[src/rtl/seg7_scan_capture_if.sv]
// Multiplexed 7-segment display bus as seen by the capture block:
// raw anode/segment lines in, recovered digits and status pulses out.
interface seg7_scan_capture_if #(
  parameter int NUM_DIGITS = 4
);
  logic [NUM_DIGITS-1:0]   an;
  logic [7:0]              seg;
  logic [4*NUM_DIGITS-1:0] hex_out;
  logic [NUM_DIGITS-1:0]   dp_out;
  logic [NUM_DIGITS-1:0]   digit_valid;
  logic                    frame_done;
  logic                    err;

  modport master (
    output an, seg,
    input  hex_out, dp_out, digit_valid, frame_done, err
  );

  modport slave (
    input  an, seg,
    output hex_out, dp_out, digit_valid, frame_done, err
  );
endinterface

[src/rtl/seg7_scan_capture.sv]
// Samples an active-low multiplexed 7-segment bus and recovers the hex digit,
// DP state and glyph validity per position, with frame and error pulses.
module seg7_scan_capture #(
  parameter int NUM_DIGITS    = 4,
  parameter int SETTLE_CYCLES = 4
) (
  input logic               clk,
  input logic               rst_n,
  seg7_scan_capture_if.slave bus
);

  typedef enum logic [2:0] {
    S_IDLE,
    S_SETTLE,
    S_CAPTURE,
    S_HOLD,
    S_MULTI
  } state_t;

  localparam logic [7:0] CNT_LAST = 8'(SETTLE_CYCLES - 1);

  // {ok, bad, hex}; blank (7F) is neither ok nor bad
  function automatic logic [5:0] decode_glyph(input logic [6:0] s);
    logic [5:0] r;
    case (s)
      7'h40: r = {2'b10, 4'h0};
      7'h79: r = {2'b10, 4'h1};
      7'h24: r = {2'b10, 4'h2};
      7'h30: r = {2'b10, 4'h3};
      7'h19: r = {2'b10, 4'h4};
      7'h12: r = {2'b10, 4'h5};
      7'h02: r = {2'b10, 4'h6};
      7'h78: r = {2'b10, 4'h7};
      7'h00: r = {2'b10, 4'h8};
      7'h10: r = {2'b10, 4'h9};
      7'h08: r = {2'b10, 4'hA};
      7'h03: r = {2'b10, 4'hB};
      7'h46: r = {2'b10, 4'hC};
      7'h21: r = {2'b10, 4'hD};
      7'h06: r = {2'b10, 4'hE};
      7'h0E: r = {2'b10, 4'hF};
      7'h7F: r = 6'b00_0000;
      default: r = 6'b01_0000;
    endcase
    return r;
  endfunction

  state_t                  r_state, w_state_nxt;
  logic [NUM_DIGITS-1:0]   r_an_p0, r_an_p1, r_an_p2;
  logic [7:0]              r_seg_p0, r_seg_p1, r_seg_p2;
  logic [NUM_DIGITS-1:0]   r_an_lat;
  logic [NUM_DIGITS-1:0]   r_mask;
  logic [7:0]              r_cnt;
  logic                    r_frame, r_err;
  logic [4*NUM_DIGITS-1:0] r_hex;
  logic [NUM_DIGITS-1:0]   r_dp, r_valid;

  logic                    w_an_idle, w_an_one, w_an_multi, w_stable;
  logic                    w_cnt_clr, w_cnt_inc, w_cap, w_err_multi;
  logic [5:0]              w_dec;
  logic [NUM_DIGITS-1:0]   w_sel, w_mask_nxt;
  logic                    w_full;

  // Stage p0/p1: two-flop synchronizer; p2: previous synchronized value
  always_ff @(posedge clk or negedge rst_n) begin
    if (!rst_n) begin
      r_an_p0  <= '1;
      r_an_p1  <= '1;
      r_an_p2  <= '1;
      r_seg_p0 <= '1;
      r_seg_p1 <= '1;
      r_seg_p2 <= '1;
    end else begin
      r_an_p0  <= bus.an;
      r_an_p1  <= r_an_p0;
      r_an_p2  <= r_an_p1;
      r_seg_p0 <= bus.seg;
      r_seg_p1 <= r_seg_p0;
      r_seg_p2 <= r_seg_p1;
    end
  end

  assign w_an_idle  = &r_an_p1;
  assign w_an_one   = $onehot(~r_an_p1);
  assign w_an_multi = !w_an_idle && !w_an_one;
  assign w_stable   = (r_an_p1 == r_an_p2) && (r_seg_p1 == r_seg_p2);

  always_comb begin
    w_state_nxt = r_state;
    w_cnt_clr   = 1'b0;
    w_cnt_inc   = 1'b0;
    w_cap       = 1'b0;
    case (r_state)
      S_IDLE: begin
        if (w_an_one) begin
          w_state_nxt = S_SETTLE;
          w_cnt_clr   = 1'b1;
        end else if (w_an_multi) begin
          w_state_nxt = S_MULTI;
        end
      end
      S_SETTLE: begin
        if (!w_stable) begin
          w_cnt_clr = 1'b1;
          if (w_an_idle)       w_state_nxt = S_IDLE;
          else if (w_an_multi) w_state_nxt = S_MULTI;
        end else if (r_cnt == CNT_LAST) begin
          w_state_nxt = S_CAPTURE;
          w_cnt_clr   = 1'b1;
        end else begin
          w_cnt_inc = 1'b1;
        end
      end
      S_CAPTURE: begin
        w_cap       = 1'b1;
        w_state_nxt = S_HOLD;
      end
      S_HOLD: begin
        // segment changes are ignored until the anode moves on
        if (r_an_p1 != r_an_lat) begin
          if (w_an_one) begin
            w_state_nxt = S_SETTLE;
            w_cnt_clr   = 1'b1;
          end else if (w_an_idle) begin
            w_state_nxt = S_IDLE;
          end else begin
            w_state_nxt = S_MULTI;
          end
        end
      end
      S_MULTI: begin
        if (w_an_one) begin
          w_state_nxt = S_SETTLE;
          w_cnt_clr   = 1'b1;
        end else if (w_an_idle) begin
          w_state_nxt = S_IDLE;
        end
      end
      default: w_state_nxt = S_IDLE;
    endcase
  end

  assign w_err_multi = (w_state_nxt == S_MULTI) && (r_state != S_MULTI);
  assign w_dec       = decode_glyph(r_seg_p2[6:0]);
  assign w_sel       = ~r_an_p2;
  assign w_mask_nxt  = r_mask | w_sel;
  assign w_full      = &w_mask_nxt;

  always_ff @(posedge clk or negedge rst_n) begin
    if (!rst_n) begin
      r_state  <= S_IDLE;
      r_cnt    <= '0;
      r_mask   <= '0;
      r_an_lat <= '1;
      r_frame  <= 1'b0;
      r_err    <= 1'b0;
    end else begin
      r_state <= w_state_nxt;
      if (w_cnt_clr)      r_cnt <= '0;
      else if (w_cnt_inc) r_cnt <= r_cnt + 8'd1;
      if (w_cap) begin
        r_an_lat <= r_an_p2;
        r_mask   <= w_full ? '0 : w_mask_nxt;
      end
      r_frame <= w_cap && w_full;
      r_err   <= w_err_multi || (w_cap && w_dec[4]);
    end
  end

  // Capture stage: p2 still holds the settled values during CAPTURE
  always_ff @(posedge clk or negedge rst_n) begin
    if (!rst_n) begin
      r_hex   <= '0;
      r_dp    <= '0;
      r_valid <= '0;
    end else if (w_cap) begin
      for (int i = 0; i < NUM_DIGITS; i++) begin
        if (w_sel[i]) begin
          r_hex[4*i +: 4] <= w_dec[5] ? w_dec[3:0] : 4'h0;
          r_dp[i]         <= ~r_seg_p2[7];
          r_valid[i]      <= w_dec[5];
        end
      end
    end
  end

  assign bus.hex_out     = r_hex;
  assign bus.dp_out      = r_dp;
  assign bus.digit_valid = r_valid;
  assign bus.frame_done  = r_frame;
  assign bus.err         = r_err;

endmodule

[src/flat_wrapper.sv]
// flat-port wrapper written by rule: the top's interface ports become plain ports
module seg7_scan_capture_flat 
#(
  parameter int NUM_DIGITS    = 4,
  parameter int SETTLE_CYCLES = 4
)
  (clk, rst_n, bus_an, bus_seg, bus_hex_out, bus_dp_out, bus_digit_valid, bus_frame_done, bus_err);
  seg7_scan_capture_if #(.NUM_DIGITS(NUM_DIGITS)) bus_i ();
  input logic clk;
  input logic rst_n;
  input wire logic [$bits(bus_i.an)-1:0] bus_an;
  input wire logic [$bits(bus_i.seg)-1:0] bus_seg;
  output wire logic [$bits(bus_i.hex_out)-1:0] bus_hex_out;
  output wire logic [$bits(bus_i.dp_out)-1:0] bus_dp_out;
  output wire logic [$bits(bus_i.digit_valid)-1:0] bus_digit_valid;
  output wire logic [$bits(bus_i.frame_done)-1:0] bus_frame_done;
  output wire logic [$bits(bus_i.err)-1:0] bus_err;
  assign bus_i.an = bus_an;
  assign bus_i.seg = bus_seg;
  assign bus_hex_out = bus_i.hex_out;
  assign bus_dp_out = bus_i.dp_out;
  assign bus_digit_valid = bus_i.digit_valid;
  assign bus_frame_done = bus_i.frame_done;
  assign bus_err = bus_i.err;
  seg7_scan_capture #(.NUM_DIGITS(NUM_DIGITS), .SETTLE_CYCLES(SETTLE_CYCLES)) u_core (.clk(clk), .rst_n(rst_n), .bus(bus_i));
endmodule
[config.mk]
export PLATFORM = sky130hd
export DESIGN_NAME = seg7_scan_capture_flat
export DESIGN_NICKNAME = d
export VERILOG_FILES = /design/src/rtl/seg7_scan_capture_if.sv /design/src/rtl/seg7_scan_capture.sv /design/src/flat_wrapper.sv
export SDC_FILE = /design/constraint.sdc
export NUM_CORES = 1
export LEC_CHECK = 0
export BUFFER_PORTS_ARGS = -buffer_cell sky130_fd_sc_hd__buf_2
export CAP_MARGIN = 5
export CORE_MARGIN = 8
export CORE_UTILIZATION = 58
export DETAILED_ROUTE_END_ITERATION = 7
export HOLD_SLACK_MARGIN = 0.02
export MAX_ROUTING_LAYER = met4
export PLACE_DENSITY = 0.81
export SLEW_MARGIN = 20
export SYNTH_ARGS = -nofsm -noshare
export SYNTH_HDL_FRONTEND = slang
export SYNTH_SLANG_ARGS = --single-unit
[constraint.sdc]
create_clock -name clk -period 2.92 [get_ports clk]
set_input_delay 0.584 -clock clk [delete_from_list [all_inputs] [get_ports clk]]
set_output_delay 0.584 -clock clk [all_outputs]
set_load 0.02 [all_outputs]
==> impl_metrics.toml, run 1 <==
[outcome]
status = "finished clean"

[flow_run]
max_cap_viol_count = 0

[power_and_ir_drop]
p_leak_uw = 0.00182
powerDensity_nw_per_um2 = 568
ir_worst_vdd_v = 0.000510

[worst_setup_path]
critPathLaunchType = "register"
path_cells = "inv_1 -> ha_1 -> ha_1 -> fa_1 -> nor3b_1 -> and2_1 -> nor3_1"
worstPathRequired_ns = 3.12
rr_startpoint = "u_core.r_an_p1[0]$_DFF_PN1_"
r2r_cells = 7
critPathSlowestCell = "dfstp_2"
critPathMostFrequentCell = "ha_1"
timing.rr.end = "u_core.r_cnt[6]$_DFFE_PN0P_"
r2r_slack_ns = 0.27
cp_slowest_stage_delay_ns = 0.60
cp-end-kind = "register"
cp.arrival_ns = 2.85
crit_fanout = 9
critPathKind = "register to register"

[yosys]
synth_cell_types = 57
synthesis.area_um2 = 3570
yosys_warnings = 0
async_reset_ff_frac = 1.00
synth_seq_area_share = 0.582
syn_nets = 335
synth_edf_count = 0
synth_area_per_cell_um2 = 11.4
ys_ff_latch = 81
ys.flop_type = "dfrtp_1"
synth_cells = 314

[cts]
cts_root_buf = "clkbuf_8"
cts_resized = 0
clockBufferDepth = 2
path_clk_slew_ns = 0.08
tritoncts = "built"
cts_buffers = 9
ctsHoldBuffers = 0
post-cts-setup-buffers = 0
cts.sinks = 81
clock_latency_ns = 0.35
cts.htree.levels = 3

[routing]
via_count = 2482
first_iter_violations = 260
via_per_inst = 5.76
wl_um = 6910
ant_nets = 0
routedWlPerCell_um = 16.0
post-route-drc-count = 0
firstDrtPassIters = 4

[place]
pre_cts_ws_ns = 0.304
numPortBuffers = 39
gp_congestion = 0.861
dpl.hpwl_um = 4820

[global_route]
first_global_vias = 2444
grt_max_degree = 82
grt_pass1_wl_um = 11900
grt_usage = 0.174
grt_antenna_before_repair = 0
grt-ovfl-total = 0

[sta]
clock_skew_ns = 0.00891
slew_violations = 0
worst_pin_slew_ns = 0.936
rsz0062_at_grt = "no"
relSlewSlack = 0.370
timing.final.ws_setup_ns = 0.272
setup_violations = 0
finalHoldViolCount = 0
tns_ns = 0
fmax_mhz = 378
finalCritPeriodShare = 0.907
finalCriticalPeriod_ns = 2.65

[worst_hold_path]
min_from = "bus_seg[6]"
hold_path_depth = 1
hold_class = "input port to register"
hold_path_end = "u_core.r_seg_p0[6]$_DFF_PN1_"

[cells_and_area]
regArea_um2 = 2080
multi_input_area_um2 = 1360
fin_nets = 372
area_growth_pct = 12.2
n_fill_cell = 450
layout_common_cells = "dfrtp_1, dfstp_2, buf_2"
diodes = 0
drive_gt1_frac = 0.309
layout_commonest_cell = "dfrtp_1"

[die]
dieWidth_um = 94.4
io_pins = 40
initial_core_util = 0.602
die_y_um = 94.4
core_region_area_um2 = 5920
dieArea_um2 = 8920
num_rows = 28
-- metal layers --
layer	vias up	routed length, um	global-route usage
met3	19	538	0.0421
li1	1187	-	-
met4	0	166	0.0845
met1	1182	3100	0.224
met5	-	0	-
met2	94	3110	0.253
-- registers in the layout (all words and copies together), names as in the netlist, 8 cells and up --
register,flops
u_core.r_cnt,8
u_core.bus.hex_out,16
u_core.r_seg_p2,8
u_core.r_seg_p1,8
u_core.r_seg_p0,8
-- critical path: cells and delay by family, from the launching register on --
family	cells	cell delay [ns]
adder cells (fa/ha/maj)	3	0.96
buffers and inverters	1	0.06
flip-flops	1	0.60
AND/OR/NAND/NOR	3	0.89
-- metrics by stage --
step                      cells  hold slack [ns]   util  area (um^2)  power, uW
after floorplan             314            0.288      -         3570       1360
after global placement      415            0.345  0.640         3790       1430
after detailed placement    415            0.347  0.640         3790       1430
after CTS                   431            0.322  0.676         4000       2290
after global routing        431            0.319  0.676         4000       2360
final                       431            0.332  0.676         4000       2270
-- kinds of logic (layout without fill, tap and decap cells) --
group                    count (synthesis)  count (layout)  synth area share
buffers and inverters                   27              69            0.0368
adder cells (fa/ha/maj)                  7               7            0.0267
XOR/XNOR                                22              22            0.0614
flip-flops                              81              81             0.582
AO/OA/AOI/OAI                           68              68             0.123
AND/OR/NAND/NOR                        106             106             0.161
multiplexers                             3               3           0.00912
-- cells in the mapped netlist, drive strengths merged, types with 2 or more instances --
| cell | instances | area share |
|---|---|---|
| buf | 4 | 0.013 |
| a31oi | 3 | 0.0053 |
| a21oi | 25 | 0.035 |
| inv | 12 | 0.013 |
| dfstp | 40 | 0.29 |
| and2 | 2 | 0.0035 |
| nor3 | 8 | 0.011 |
| a211oi | 3 | 0.0077 |
| nor4 | 6 | 0.011 |
| or4 | 3 | 0.0074 |
| xnor2 | 18 | 0.052 |
| ha | 6 | 0.021 |
| clkbuf | 11 | 0.012 |
| nor2 | 36 | 0.038 |
| nand4 | 8 | 0.018 |
| nand3 | 8 | 0.011 |
| mux2 | 2 | 0.0063 |
| o31ai | 5 | 0.011 |
| xor2 | 4 | 0.0098 |
| and3 | 2 | 0.0035 |
| dfrtp | 41 | 0.29 |
| nand2 | 9 | 0.0095 |
| nand2b | 6 | 0.011 |
| or3 | 4 | 0.0084 |
| o211ai | 3 | 0.0063 |
| nor3b | 4 | 0.0084 |
| o21ai | 11 | 0.015 |
| nor2b | 3 | 0.0053 |
| o21a | 5 | 0.011 |
| or2 | 2 | 0.0035 |
-- power breakdown --
| group | internal (uW) | switching (uW) | leakage [uW] |
|---|---|---|---|
| registers | 1180 | 51.4 | 0.000988 |
| logic | 75.8 | 105 | 0.000721 |
| clock network | 464 | 394 | 0.000109 |
-- how the worst max path moves through the flow --
stage,startpoint,to,cells after the start
after CTS,u_core.r_an_p1[0]$_DFF_PN1_,u_core.r_cnt[6]$_DFFE_PN0P_,7
final,u_core.r_an_p1[0]$_DFF_PN1_,u_core.r_cnt[6]$_DFFE_PN0P_,7
after floorplan,u_core.r_an_p1[0]$_DFF_PN1_,u_core.r_state[0]$_DFF_PN0_,8
after detailed placement,u_core.r_an_p1[0]$_DFF_PN1_,u_core.r_cnt[5]$_DFFE_PN0P_,7
after global placement,u_core.r_an_p1[0]$_DFF_PN1_,u_core.r_cnt[1]$_DFFE_PN0P_,7
after global routing,u_core.r_an_p1[0]$_DFF_PN1_,u_core.r_cnt[0]$_DFFE_PN0P_,7
-- final cells by class --
| class | count | area share |
|---|---|---|
| clock inverter | 4 | 0.0122 |
| clock buffer | 12 | 0.0413 |
| timing repair buffer | 41 | 0.0532 |
| sequential | 81 | 0.519 |
| tap | 75 | 0.0235 |
| inverter | 12 | 0.0113 |
| multi-input combinational | 206 | 0.340 |
Note: power is estimated with default switching activity, not from simulation.
==> run 2, diff against run 1 <==
--- a/config.mk
+++ b/config.mk
@@ -12,7 +12,7 @@
 export DETAILED_ROUTE_END_ITERATION = 7
 export HOLD_SLACK_MARGIN = 0.02
 export MAX_ROUTING_LAYER = met4
-export PLACE_DENSITY = 0.81
+export PLACE_DENSITY = 0.75
 export SLEW_MARGIN = 20
 export SYNTH_ARGS = -nofsm -noshare
 export SYNTH_HDL_FRONTEND = slang
==> run 2 against run 1 <==
Total power down 1.6%. Worst hold slack better by 0.0023 ns. Sequential cell count unchanged. Non-clock buffer count down 1. Clock skew decreased by 0.0018 ns. Register-to-register slack improved by 0.09 ns. Die area is the same. Sequential share of layout area grew 0.20 points. Critical path type unchanged. Largest cell class unchanged.
==> impl_metrics.toml, run 2 (same netlist as run 1, synthesis figures left out) <==
[cells_and_area]
fin_nets = 371
layout_commonest_cell = "dfrtp_1"
post-route-util = 0.673
area_growth_pct = 11.8
layout_common_cells = "dfrtp_1, dfstp_2, buf_2"
drive_gt1_frac = 0.304
final_area_um2 = 3990
largest_register_ffs = 16
diodes = 0

[routing]
via_per_inst = 5.59
wl_um = 6800
wl_met1_um = 3220
post-route-drc-count = 0
highest_layer = "met4"
via_count = 2402
ant_nets = 0
met3_length_um = 284
routedWlPerCell_um = 15.8
first_iter_violations = 165
firstDrtPassIters = 4
wl_met2_um = 3190

[cts]
path_clk_slew_ns = 0.08
cts_resized = 0
ctsHoldBuffers = 0
post-cts-setup-buffers = 0
cts.htree.levels = 3
tritoncts = "built"
cts.sinks = 81
cts_root_buf = "clkbuf_8"
clockBufferDepth = 2
cts_buffers = 9
clock_latency_ns = 0.34

[power_and_ir_drop]
p_total_uw = 2240
powerDensity_nw_per_um2 = 561
p_leak_uw = 0.00181
ir_worst_vdd_v = 0.000449

[sta]
finalCritPeriodShare = 0.875
finalCriticalPeriod_ns = 2.56
relSlewSlack = 0.357
rsz0062_at_grt = "no"
setup_violations = 0
slew_violations = 0
clock_skew_ns = 0.00712
worst_pin_slew_ns = 0.964
fmax_mhz = 391
tns_ns = 0
finalHoldViolCount = 0

[place]
dpl.hpwl_um = 4830
placed_area_um2 = 3780
numPortBuffers = 39
gp_congestion = 0.899

[global_route]
grt_usage = 0.167
grt-ovfl-total = 0
first_global_vias = 2336
grt_max_degree = 82
grt_pass1_wl_um = 11300
grt_antenna_before_repair = 0

[outcome]
status = "finished clean"

[die]
num_rows = 28
io_pins = 40
dieArea_um2 = 8920
dieWidth_um = 94.4
initial_core_util = 0.602
die_y_um = 94.4
core_region_area_um2 = 5920

[worst_setup_path]
worstPathRequired_ns = 3.11
crit_fanout = 9
critPathKind = "register to register"
cp.arrival_ns = 2.75
critPathLaunchType = "register"
cp-end-kind = "register"

[flow_run]
max_cap_viol_count = 0

[worst_hold_path]
hold_class = "input port to register"
==> run 2: changes by cell type in the layout (fill, tap and decap cells not counted), sizes merged <==
cell and delta:
clkinv +1, inv -1, buf -1
==> run 2: worst max-delay path: stages, from the launching register on <==
cell and delay, ns:
dfstp_2 0.59, inv_1 0.06, ha_1 0.30, ha_1 0.21
fa_1 0.44, nor3b_1 0.30, and2_1 0.41, nor3_1 0.11
==> run 2: where the power goes <==
group / switching, uW / internal [uW] / leakage, uW
clock network: 383 / 442 / 0.000103
registers: 52.2 / 1180 / 0.000988
logic: 107 / 71.8 / 0.000717
total: 541 / 1690 / 0.00181
==> run 2: cell type report <==
class	instances	area (um^2)
clock inverter	4	51.3
inverter	12	45.0
clock buffer	12	155
tap	75	93.8
sequential	81	2080
timing repair buffer	40	205
fill	448	1930
multi-input combinational	206	1360
==> run 2: per-stage QoR <==
| step | setup slack (ns) | hold WS [ns] | std cells |
|---|---|---|---|
| finish | 0.364 | 0.334 | 430 |
| global route | 0.177 | 0.316 | 430 |
| CTS | 0.336 | 0.319 | 430 |
| detailed placement | 0.360 | 0.347 | 414 |
| global placement | 0.433 | 0.345 | 414 |
| floorplan | 0.500 | 0.288 | 314 |
==> run 2: layer usage <==
metal / track usage / up-vias
met1: 0.214 / 1161
met2: 0.253 / 50
met4: 0.0674 / 0
li1: - / 1181
met3: 0.0333 / 10
met5: - / -
==> run 2: path summary, 6_finish.rpt <==
check / start / endpoint / slack [ns] / cells past startpoint
worst max-delay path: u_core.r_an_p1[0]$_DFF_PN1_ / u_core.r_cnt[6]$_DFFE_PN0P_ / 0.36 / 7
worst min-delay path: bus_an[0] / u_core.r_an_p0[0]$_DFF_PN1_ / 0.33 / 1
worst max register to register: u_core.r_an_p1[0]$_DFF_PN1_ / u_core.r_cnt[6]$_DFFE_PN0P_ / 0.36 / 7
worst min register to register: u_core.r_seg_p0[0]$_DFF_PN1_ / u_core.r_seg_p1[0]$_DFF_PN1_ / 0.36 / 0
max in group asynchronous: rst_n / u_core.r_cnt[1]$_DFFE_PN0P_ / 1.90 / 1
min in group asynchronous: rst_n / u_core.bus.hex_out[14]$_DFFE_PN0P_ / 0.37 / 1
